[config.mk]
export PLATFORM = sky130hd
export DESIGN_NAME = timer_1seg
export DESIGN_NICKNAME = d
export VERILOG_FILES = /design/src/rtl/timer_pkg.sv /design/src/rtl/mod_n_counter.sv /design/src/rtl/timer_1seg.sv
export SDC_FILE = /design/constraint.sdc
export NUM_CORES = 1
export LEC_CHECK = 0
export CORE_AREA = 2 2 39 41
export CTS_CLUSTER_DIAMETER = 60
export DETAILED_ROUTE_END_ITERATION = 16
export DIE_AREA = 0 0 41 43
export MAX_ROUTING_LAYER = met4
export PLACE_DENSITY_LB_ADDON = 0.25
export SLEW_MARGIN = 20
export SYNTH_ARGS = -nofsm -noshare
export SYNTH_HDL_FRONTEND = slang
export SYNTH_SLANG_ARGS = --single-unit
[constraint.sdc]
create_clock -name clk -period 1.8 [get_ports clk]
set_clock_uncertainty 0.2 [all_clocks]
set_input_delay 0.36 -clock clk [delete_from_list [all_inputs] [get_ports clk]]
set_output_delay 0.36 -clock clk [all_outputs]
set_load 0.03 [all_outputs]
[src/rtl/timer_pkg.sv]
// Shared constants for the 1 s timebase.
//   TICKS_PER_SEC : system clock cycles per second (default divider)
//   SEC_PER_MIN   : wrap limit of the seconds counter
//   SEC_W         : width of the seconds output
package timer_pkg;

  localparam int unsigned TICKS_PER_SEC = 60;
  localparam int unsigned SEC_PER_MIN   = 60;
  localparam int unsigned SEC_W         = 6;

endpackage

[src/rtl/mod_n_counter.sv]
// Modulo-N up counter with hold enable and synchronous active-high reset.
// Ports:
//   clk  : clock, rising edge
//   rst  : synchronous reset, active-high, priority over en
//   en   : advance on this edge when 1, hold when 0
//   q    : current value, 0..N-1 (registered)
//   wrap : combinational, high while q == N-1
module mod_n_counter #(
  parameter int unsigned N = 60,
  parameter int unsigned W = $clog2(N)
) (
  input  logic         clk,
  input  logic         rst,
  input  logic         en,
  output logic [W-1:0] q,
  output logic         wrap
);

  assign wrap = (q == W'(N - 1));

  // Count 0..N-1 and roll over on the last value.
  always_ff @(posedge clk) begin
    if (rst) begin
      q <= '0;
    end else if (en) begin
      q <= wrap ? '0 : q + W'(1);
    end
  end

endmodule

[src/rtl/timer_1seg.sv]
// Divides the system clock down to a 1 Hz timebase.
// Optional macro TIMER_1SEG_SEC_COUNT_EN enables the 0..59 seconds counter;
// without it sec is tied to 0 and no seconds flops exist.
// Ports:
//   clk     : system clock (60 Hz nominal), rising edge
//   rst     : synchronous reset, active-high, priority over en
//   en      : count enable; when 0 all state holds and tick is 0
//   clk_out : registered 50%-duty square wave, one period per DIV cycles
//   tick    : registered one-cycle strobe after each completed period
//   count   : current phase 0..DIV-1
//   sec     : seconds 0..59 (0 when the seconds feature is disabled)
module timer_1seg
  import timer_pkg::*;
#(
  parameter int unsigned DIV   = TICKS_PER_SEC,
  parameter int unsigned CNT_W = $clog2(DIV)
) (
  input  logic             clk,
  input  logic             rst,
  input  logic             en,
  output logic             clk_out,
  output logic             tick,
  output logic [CNT_W-1:0] count,
  output logic [SEC_W-1:0] sec
);

  localparam int unsigned HALF = DIV / 2;

  logic phase_wrap;

  mod_n_counter #(
    .N (DIV),
    .W (CNT_W)
  ) u_phase (
    .clk  (clk),
    .rst  (rst),
    .en   (en),
    .q    (count),
    .wrap (phase_wrap)
  );

  // Rise entering the second half of the period, fall on the wrap edge.
  always_ff @(posedge clk) begin
    if (rst) begin
      clk_out <= 1'b0;
    end else if (en) begin
      if (phase_wrap) begin
        clk_out <= 1'b0;
      end else if (count == CNT_W'(HALF - 1)) begin
        clk_out <= 1'b1;
      end
    end
  end

  // Strobe is recomputed every edge so it can never persist.
  always_ff @(posedge clk) begin
    if (rst) begin
      tick <= 1'b0;
    end else begin
      tick <= en & phase_wrap;
    end
  end

`ifdef TIMER_1SEG_SEC_COUNT_EN
  logic sec_wrap;

  mod_n_counter #(
    .N (SEC_PER_MIN),
    .W (SEC_W)
  ) u_sec (
    .clk  (clk),
    .rst  (rst),
    .en   (en & phase_wrap),
    .q    (sec),
    .wrap (sec_wrap)
  );
`else
  assign sec = '0;
`endif

endmodule

==> run summary, run 1 <==
The async set-or-reset flop fraction in the synthesized netlist was 0. Relative to the synthesized area, the layout overhead comes to 29.7%. Setup repair after global routing left no endpoint under its margin. Number of enable flip-flop cells after synthesis: 0.

The worst hold path terminates at clk_out. The placed wire-length estimate is 662 µm, and the end-of-flow core utilization is 0.427. After technology mapping, the gate count stands at 50. At the end of routability-driven placement, the weighted congestion stood at 0.692. Dividing total power by cell area gives a power density of 716 nW/µm². The worst voltage drop across the vdd grid is 0.000247 V, and the H-tree depth is 1. Using the TritonRoute via totals, the vias-per-cell ratio works out to 4.51. The largest total area in the synthesized netlist belongs to dfxtp_1. The total overflow left after global routing is 0. The number of filler cells placed in the layout was 151. The relative contribution of combinational cells to total power is 0.208.

The fraction of power consumed by the clock network came out at 0.336. The minimum setup slack in the final design came out at 0.110 ns. The worst setup path is captured at a register.

The run gives 0.352 as the share of synthesized area occupied by flip-flops and latches. Row generation in the floorplan step produced 14 rows. Entering global routing, the biggest net connects 11 pins.

In this design, the stage delay of the slowest critical-path cell is 0.41 ns. In this run the horizontal extent of the chip is 41 µm. The library cell used as clock root buffer is clkbuf_4.

Among all flip-flop cells after synthesis, the most frequent one is dfxtp_1. For this run, the number of Yosys warnings is 0. The number of buffers added to fix hold violations after cts was 0; the number of register bits inferred by synthesis was 8. In the layout the commonest cells are dfxtp_1 (8), buf_4 (7), conb_1 (6), dlygate4sd2_1 (6), nor2_1 (5). Of all nets on the critical path, the largest fanout is 4.

Once layout is complete, the cells apart from fillers number 82. The standard cell with the maximum stage delay on the critical path is dfxtp_1. The vertical die dimension works out to 43 µm. The tools report the kind of start point of the critical path as a register. The min-delay analysis places its worst path in the category reg -> reg. The initial antenna violation count is 0. The total setup violations reported at the end of the flow was 0; the total number of vias was 370.

The flow ran to the end, and the final reports show no timing, DRC or antenna violations. For the number of detailed-route iterations in the first pass, the log shows 4. The critical path goes through buf_4 > ha_1 > nand3_4 > or3b_1 > a21oi_1. The run gives 24 as the distinct cell type count of the synthesized netlist.

By area the synthesized netlist is led by dfxtp_1 (35%), buf_4 (12%), ha_1 (5.5%). In this run the static leakage power is 0.267 nW. The number of buffers and inverters on the critical path is 1.

The critical path is of the reg -> reg type. Die footprint: 1760 µm². Iteration-0 DRC count of the detailed router: 6. After detailed routing, the number of remaining DRC violations is 0.

In this run the remaining antenna-violating nets after routing total 0. The setup check on the worst reg-to-reg path leaves a slack of 0.11 ns. For the count of inserted antenna diode cells, the log shows 0. The timing startpoint of the critical path is u_phase.q[0]. The net load switching power is 0.130 mW, and the clock transition at the registers of the reported paths is 0.06 ns.

The logs give 0.456 for the share of total power in sequential cells and 316 for the number of global-route vias before repair. The top-area cell type share of the netlist area was 0.352; the wire length of the first global-routing pass was 1470 µm. The post-synthesis instance area was 455 µm². The core region is 1380 µm². Cell internal power was estimated by the tool at 0.292 mW. Dividing the synthesized area by the synthesized cell count gives 9.11 µm². The tools report the initial standard-cell utilization of the core as 0.329. Required time reported for the critical path endpoint: 1.79 ns. The total wire length was 868 µm; the total routing resource utilization after global routing was 0.132. Dividing the detail-routed wire length by the instance count gives 10.6 µm. Highest clock frequency the design can meet: 592 MHz.

Counting along the longest clock path gives a buffer depth of 2. At the worst endpoint, the arrival time is 1.68 ns. The number of nets in the finished design was 73; the worst-case reg-to-reg path depth was 5. The worst hold path begins at clk_out.

The fraction of layout instances using a drive strength above 1 is 0.212. Worst hold slack: 0.248 ns. The final worst-path cycle share is 0.939, and the number of violations of the max-capacitance limit is 0.

Leaving out fill and tap cells, the most frequent cell in the layout is dfxtp_1. The kind of cell adding the most delay to the critical path is simple AND/OR/NAND/NOR gates. Capture point of the worst reg-to-reg path: u_phase.q[4]. The number of placed cells counting well taps was 79; the net switching share of the total power was 0.308. OpenSTA, run right after detailed placement, puts the worst setup slack at -0.0343 ns. The clock reaches the later pin of the worst-skew pair after 0.25 ns. The worst hold path passes through 2 cells. The number of max-slew violations in the final report was 0.

The quantity of I/O buffers inserted on ports came out at 10. The startpoint identified for the worst register-to-register timing path is u_phase.q[0]. TritonCTS built the clock tree. The clock sink count came out at 8. 17 I/O pins were placed. The routed design could run at a clock period as short as 1.69 ns. In this run, CTS created clock tree buffers numbering 3. The total power consumption of the routed design is 0.423 mW, and the final hold violation count is 0.
==> power groups by stage <==
stage / clock network, mW / logic [mW] / registers, mW
finish: 0.142 / 0.0879 / 0.193
global route: 0.152 / 0.0968 / 0.194
CTS: 0.146 / 0.0886 / 0.193
detailed placement: 0 / 0.0926 / 0.197
global placement: 0 / 0.0927 / 0.197
floorplan: 0 / 0.0526 / 0.213
==> sequential cells by signal, summed over array words and instances, names as in the netlist <==
| signal | flops |
|---|---|
| tick | 1 |
| u_phase.q | 6 |
| clk_out | 1 |
==> how the worst max path moves through the flow <==
| stage | end | slack [ns] | cells past startpoint |
|---|---|---|---|
| floorplan | u_phase.q[4] | 0.06 | 4 |
| detailed placement | clk_out | -0.03 | 4 |
| CTS | tick | 0.01 | 1 |
| global route | u_phase.q[2] | 0.02 | 5 |
| global placement | clk_out | -0.04 | 4 |
| finish | u_phase.q[4] | 0.11 | 5 |
==> logic make-up after synthesis <==
| logic type | synth area share |
|---|---|
| AND/OR/NAND/NOR | 0.245 |
| buffers and inverters | 0.165 |
| flip-flops | 0.352 |
| AO/OA/AOI/OAI | 0.118 |
| XOR/XNOR | 0.0577 |
| adder cells (fa/ha/maj) | 0.0549 |
| other | 0.00823 |
==> timing repair <==
action,CTS,global route
resized for setup,6,1
cloned,0,0
buffers inserted,0,0
endpoints found under the hold margin,0,0
endpoints found under the setup margin,6,1
==> layout make-up <==
cell class | instances | area (µm²) | share of cell area
Multi-Input combinational cell | 36 | 239 | 0.405
Sequential cell | 8 | 160 | 0.271
Timing Repair Buffer | 16 | 138 | 0.233
Clock buffer | 3 | 22.5 | 0.0381
Tap cell | 16 | 20.0 | 0.0339
Inverter | 3 | 11.3 | 0.0191
==> per-stage QoR <==
stage / setup TNS (ns) / cell area, µm²
after floorplan: 0 / 474
after global placement: -0.0377 / 573
after detailed placement: -0.0435 / 573
after CTS: 0 / 588
after global routing: 0 / 591
final: 0 / 591
==> worst min-delay path: cells and delay by family, from the launching register on <==
| family | cells | cell delay (ns) |
|---|---|---|
| buffers and inverters | 1 | 0.06 |
| AOI/OAI and AO/OA | 1 | 0.04 |
| DFF | 1 | 0.30 |
==> metal layers <==
layer / global-route usage / vias to the layer above / wire length [µm]
met2: 0.147 / 16 / 364
met3: 0.0314 / 4 / 60
met4: 0.120 / 0 / 26
li1: - / 189 / -
met5: - / - / 0
met1: 0.185 / 161 / 418
==> Yosys cell counts (all sizes together), types with 2 or more instances <==
master and count:
nand2 4, dfxtp 8, nand3 4, buf 8
nor2 5, inv 3, ha 2, xor2 2
a21oi 2, or3 2
(Power assumes the default switching activity.)
==> run 2: changes to the inputs <==
- CORE_AREA: 2 2 39 41 -> 4 4 41 43
- DIE_AREA: 0 0 41 43 -> 0 0 45 47
- SLEW_MARGIN: 20 -> unset
==> run 2 against run 1 <==
Combinational power hardly changed. Wire length is 1.4% lower. Global-route usage is 3.2 points lower. Cell area is 0.21% lower. Critical path depth is 4 lower. Sequential share of layout area is 0.058 points higher. Die area is 20% higher. Critical endpoint is now count[1].
==> run summary, run 2 (synthesis gave the netlist of run 1 again) <==
For the total core area, the log shows 1300 µm² (was 1380 µm²). Top library cells by usage in the layout, fill and taps aside: dfxtp_1 (8), buf_4 (7), conb_1 (6), dlygate4sd2_1 (6), nor2_1 (5) (unchanged). The final worst-path cycle share was 0.932 (was 0.939); the number of antenna-violating nets in the routed design was 0 (unchanged). The tools report the hold path endpoint as clk_out (unchanged). Largest registers: u_phase.q (6), clk_out (1), tick (1) (unchanged).

The tools report the kind of capture point of the worst setup path as a primary output (was a register). Net load switching power: 0.128 mW (was 0.130 mW). The library cell used as clock root buffer was clkbuf_4 (unchanged). The net switching share of the total power was 0.305 (was 0.308). The minimum setup slack in the final design was 0.123 ns (was 0.110 ns); the total internal power was 0.291 mW (was 0.292 mW). Iteration-0 DRC count of the detailed router: 1 (was 6).

The run gives 0.647 (was 0.692) as the final weighted congestion of routability-driven global placement. The flip-flop count of the largest register, all copies and words added is 6 (unchanged), and the total number of placement rows is 13 (was 14). The die width came out at 45 µm (was 41 µm).

The I/O pin count came out at 17 (unchanged). Top routing layer in use: met4 (unchanged). The run gives 0.000351 V (was 0.000247 V) as the worst voltage drop across the vdd grid. Fraction of power consumed by the clock network: 0.334 (was 0.336).

The ratio of routed vias to standard cells works out to 4.48 (was 4.51). The path type of the worst min-delay path is reg -> reg (unchanged). Pin count of the biggest net entering global routing: 11 (unchanged).

Critical path depth: 1 (was 5). The wire length on met2 is 371 µm (was 364 µm), and the die footprint is 2120 µm² (was 1760 µm²). The standard cell with the maximum stage delay on the critical path is dlygate4sd2_1 (was dfxtp_1). The leftover overflow at the end of global routing was 0 (unchanged); the clock period minus final worst setup slack was 1.68 ns (was 1.69 ns). The total setup violations reported at the end of the flow is 0 (unchanged), and the fraction of layout instances using a drive strength above 1 is 0.212 (unchanged). The number of buffers and inverters on the critical path is 1 (unchanged).

The run gives 0 (unchanged) as the remaining design rule violation count. The flow ran to the end, and the final reports show no timing, DRC or antenna violations. The leakage dissipation is 0.267 nW (about the same). The run gives -0.0304 ns (was -0.0343 ns) as the post-placement worst setup slack. The layout overhead on the synthesized area is 29.4% (was 29.7%).

The critical path data arrival time was 1.12 ns (was 1.68 ns). For the number of buffers added for setup after CTS, the log shows 0 (unchanged). For the wire length of the first global-routing pass, the log shows 1390 µm (was 1470 µm). The number of buffers added to fix hold violations after cts is 0 (unchanged). For the number of global-route vias before repair, the log shows 317 (was 316). The power per cell area was 712 nW/µm² (was 716 nW/µm²); the vertical die dimension was 47 µm (was 43 µm). The met1 wire length was 385 µm (was 418 µm); the relative contribution of combinational cells to total power was 0.209 (was 0.208).

Number of max-slew violations in the final report: 0 (unchanged). The tools report the startpoint of the most critical register-to-register path as u_phase.q[0] (unchanged). The number of clock buffers inserted by TritonCTS was 3 (unchanged).

For the highest clock frequency the design can meet, the log shows 596 MHz (was 592 MHz). The final hold violation count is 0 (unchanged). The kind of start point of the critical path is a register (unchanged). The clock sink count was 8 (unchanged); the source-to-sink clock delay at the later pin of the worst-skew pair was 0.26 ns (was 0.25 ns).

The count of non-filler cells in the finished layout was 81 (was 82). Worst hold path stage count: 2 (unchanged). The startpoint of the lowest-slack hold path is clk_out (unchanged). The run gives 667 µm (was 662 µm) as the placed wire-length estimate.

The total wire length is 856 µm (was 868 µm). The worst-case reg-to-reg path depth is 5 (unchanged). The share of total power in sequential cells came out at 0.458 (was 0.456). The largest fanout of any net on the critical path is 6 (was 4), and the delay of the slowest cell on the worst path is 0.43 ns (was 0.41 ns).

The most frequent standard cell in the layout excluding fill and tap cells was dfxtp_1 (unchanged). TritonCTS built the clock tree. Setup repair after global routing left no endpoint under its margin. The H-tree depth is 1 (unchanged).

The capture point of the worst reg-to-reg path is u_phase.q[1] (was u_phase.q[4]). The number of placed cells counting well taps was 78 (was 79); the number of violations of the max-capacitance limit was 0 (unchanged). Register with the most flip-flops: u_phase.q (unchanged). The kind of critical path is reg -> out (was reg -> reg). The total routing resource utilization after global routing is 0.0999 (was 0.132), and the count of inserted antenna diode cells is 0 (unchanged). The clock transition at the registers of the reported paths is 0.05 ns (was 0.06 ns). The total number of vias is 363 (was 370). The run gives 73 (unchanged) as the number of nets in the finished design.

The number of detailed-route iterations in the first pass is 2 (was 4), and the deepest clock path buffer count is 2 (unchanged). The initial antenna violation count was 0 (unchanged); the initial standard-cell utilization of the core was 0.350 (was 0.329). The wire length per cell after detailed routing is 10.6 µm (about the same). The tools report the reg-to-reg setup timing slack as 0.21 ns (was 0.11 ns). Cells along the critical path: dlygate4sd2_1 (was buf_4 > ha_1 > nand3_4 > or3b_1 > a21oi_1).

The kind of cell adding the most delay to the critical path was buffers and inverters (was simple AND/OR/NAND/NOR gates). For the required time reported for the critical path endpoint, the log shows 1.24 ns (was 1.79 ns). The run gives 85 µm (was 60 µm) as the total length of routed met3 wires. The quantity of I/O buffers inserted on ports is 10 (unchanged).
==> run 2: cell counts in the layout (fill, tap and decap cells not counted) <==
Identical to the previous run, type by type.
==> run 2: worst max path at each step <==
stage / start / to / slack [ns]
6_report: u_phase.q[1] / count[1] / 0.12
5_1_grt: u_phase.q[1] / count[1] / 0.06
4_1_cts: tick / tick / 0.009
3_5_place_dp: en / u_phase.q[0] / -0.03
3_3_place_gp: en / u_phase.q[0] / -0.03
2_1_floorplan: u_phase.q[0] / u_phase.q[4] / 0.06
==> run 2: layout make-up <==
cell class                 instances  area [µm²]
tap                               15        18.8
fill                             138         712
timing repair buffer              16         138
sequential                         8         160
inverter                           3        11.3
multi-input combinational         36         239
clock buffer                       3        22.5
==> run 2: power by group through the flow <==
stage | sequential [mW] | combinational (mW) | clock [mW]
floorplan | 0.213 | 0.0526 | 0
global placement | 0.196 | 0.0916 | 0
detailed placement | 0.196 | 0.0928 | 0
CTS | 0.192 | 0.0885 | 0.147
global route | 0.194 | 0.0960 | 0.156
finish | 0.192 | 0.0876 | 0.140
==> run 2: metrics by stage <==
| step | cell area, µm² | hold slack (ns) | TNS (ns) | util | total power [mW] |
|---|---|---|---|---|---|
| after floorplan | 474 | 0.229 | 0 | - | 0.266 |
| after CTS | 587 | 0.256 | 0 | 0.451 | 0.428 |
| after global placement | 572 | 0.249 | -0.115 | 0.439 | 0.288 |
| after global routing | 589 | 0.285 | 0 | 0.453 | 0.445 |
| final | 589 | 0.257 | 0 | 0.453 | 0.420 |
| after detailed placement | 572 | 0.251 | -0.133 | 0.439 | 0.289 |
==> run 2: what timing repair did <==
action,4_1_cts,5_1_grt
hold endpoints to repair,0,0
gates resized for setup,6,1
endpoints found under the setup margin,6,1
==> run 2: routing by layer <==
| layer | vias up | GRT usage |
|---|---|---|
| met5 | - | - |
| met4 | 0 | 0.0526 |
| met3 | 3 | 0.0575 |
| met2 | 13 | 0.130 |
| met1 | 157 | 0.120 |
| li1 | 190 | - |
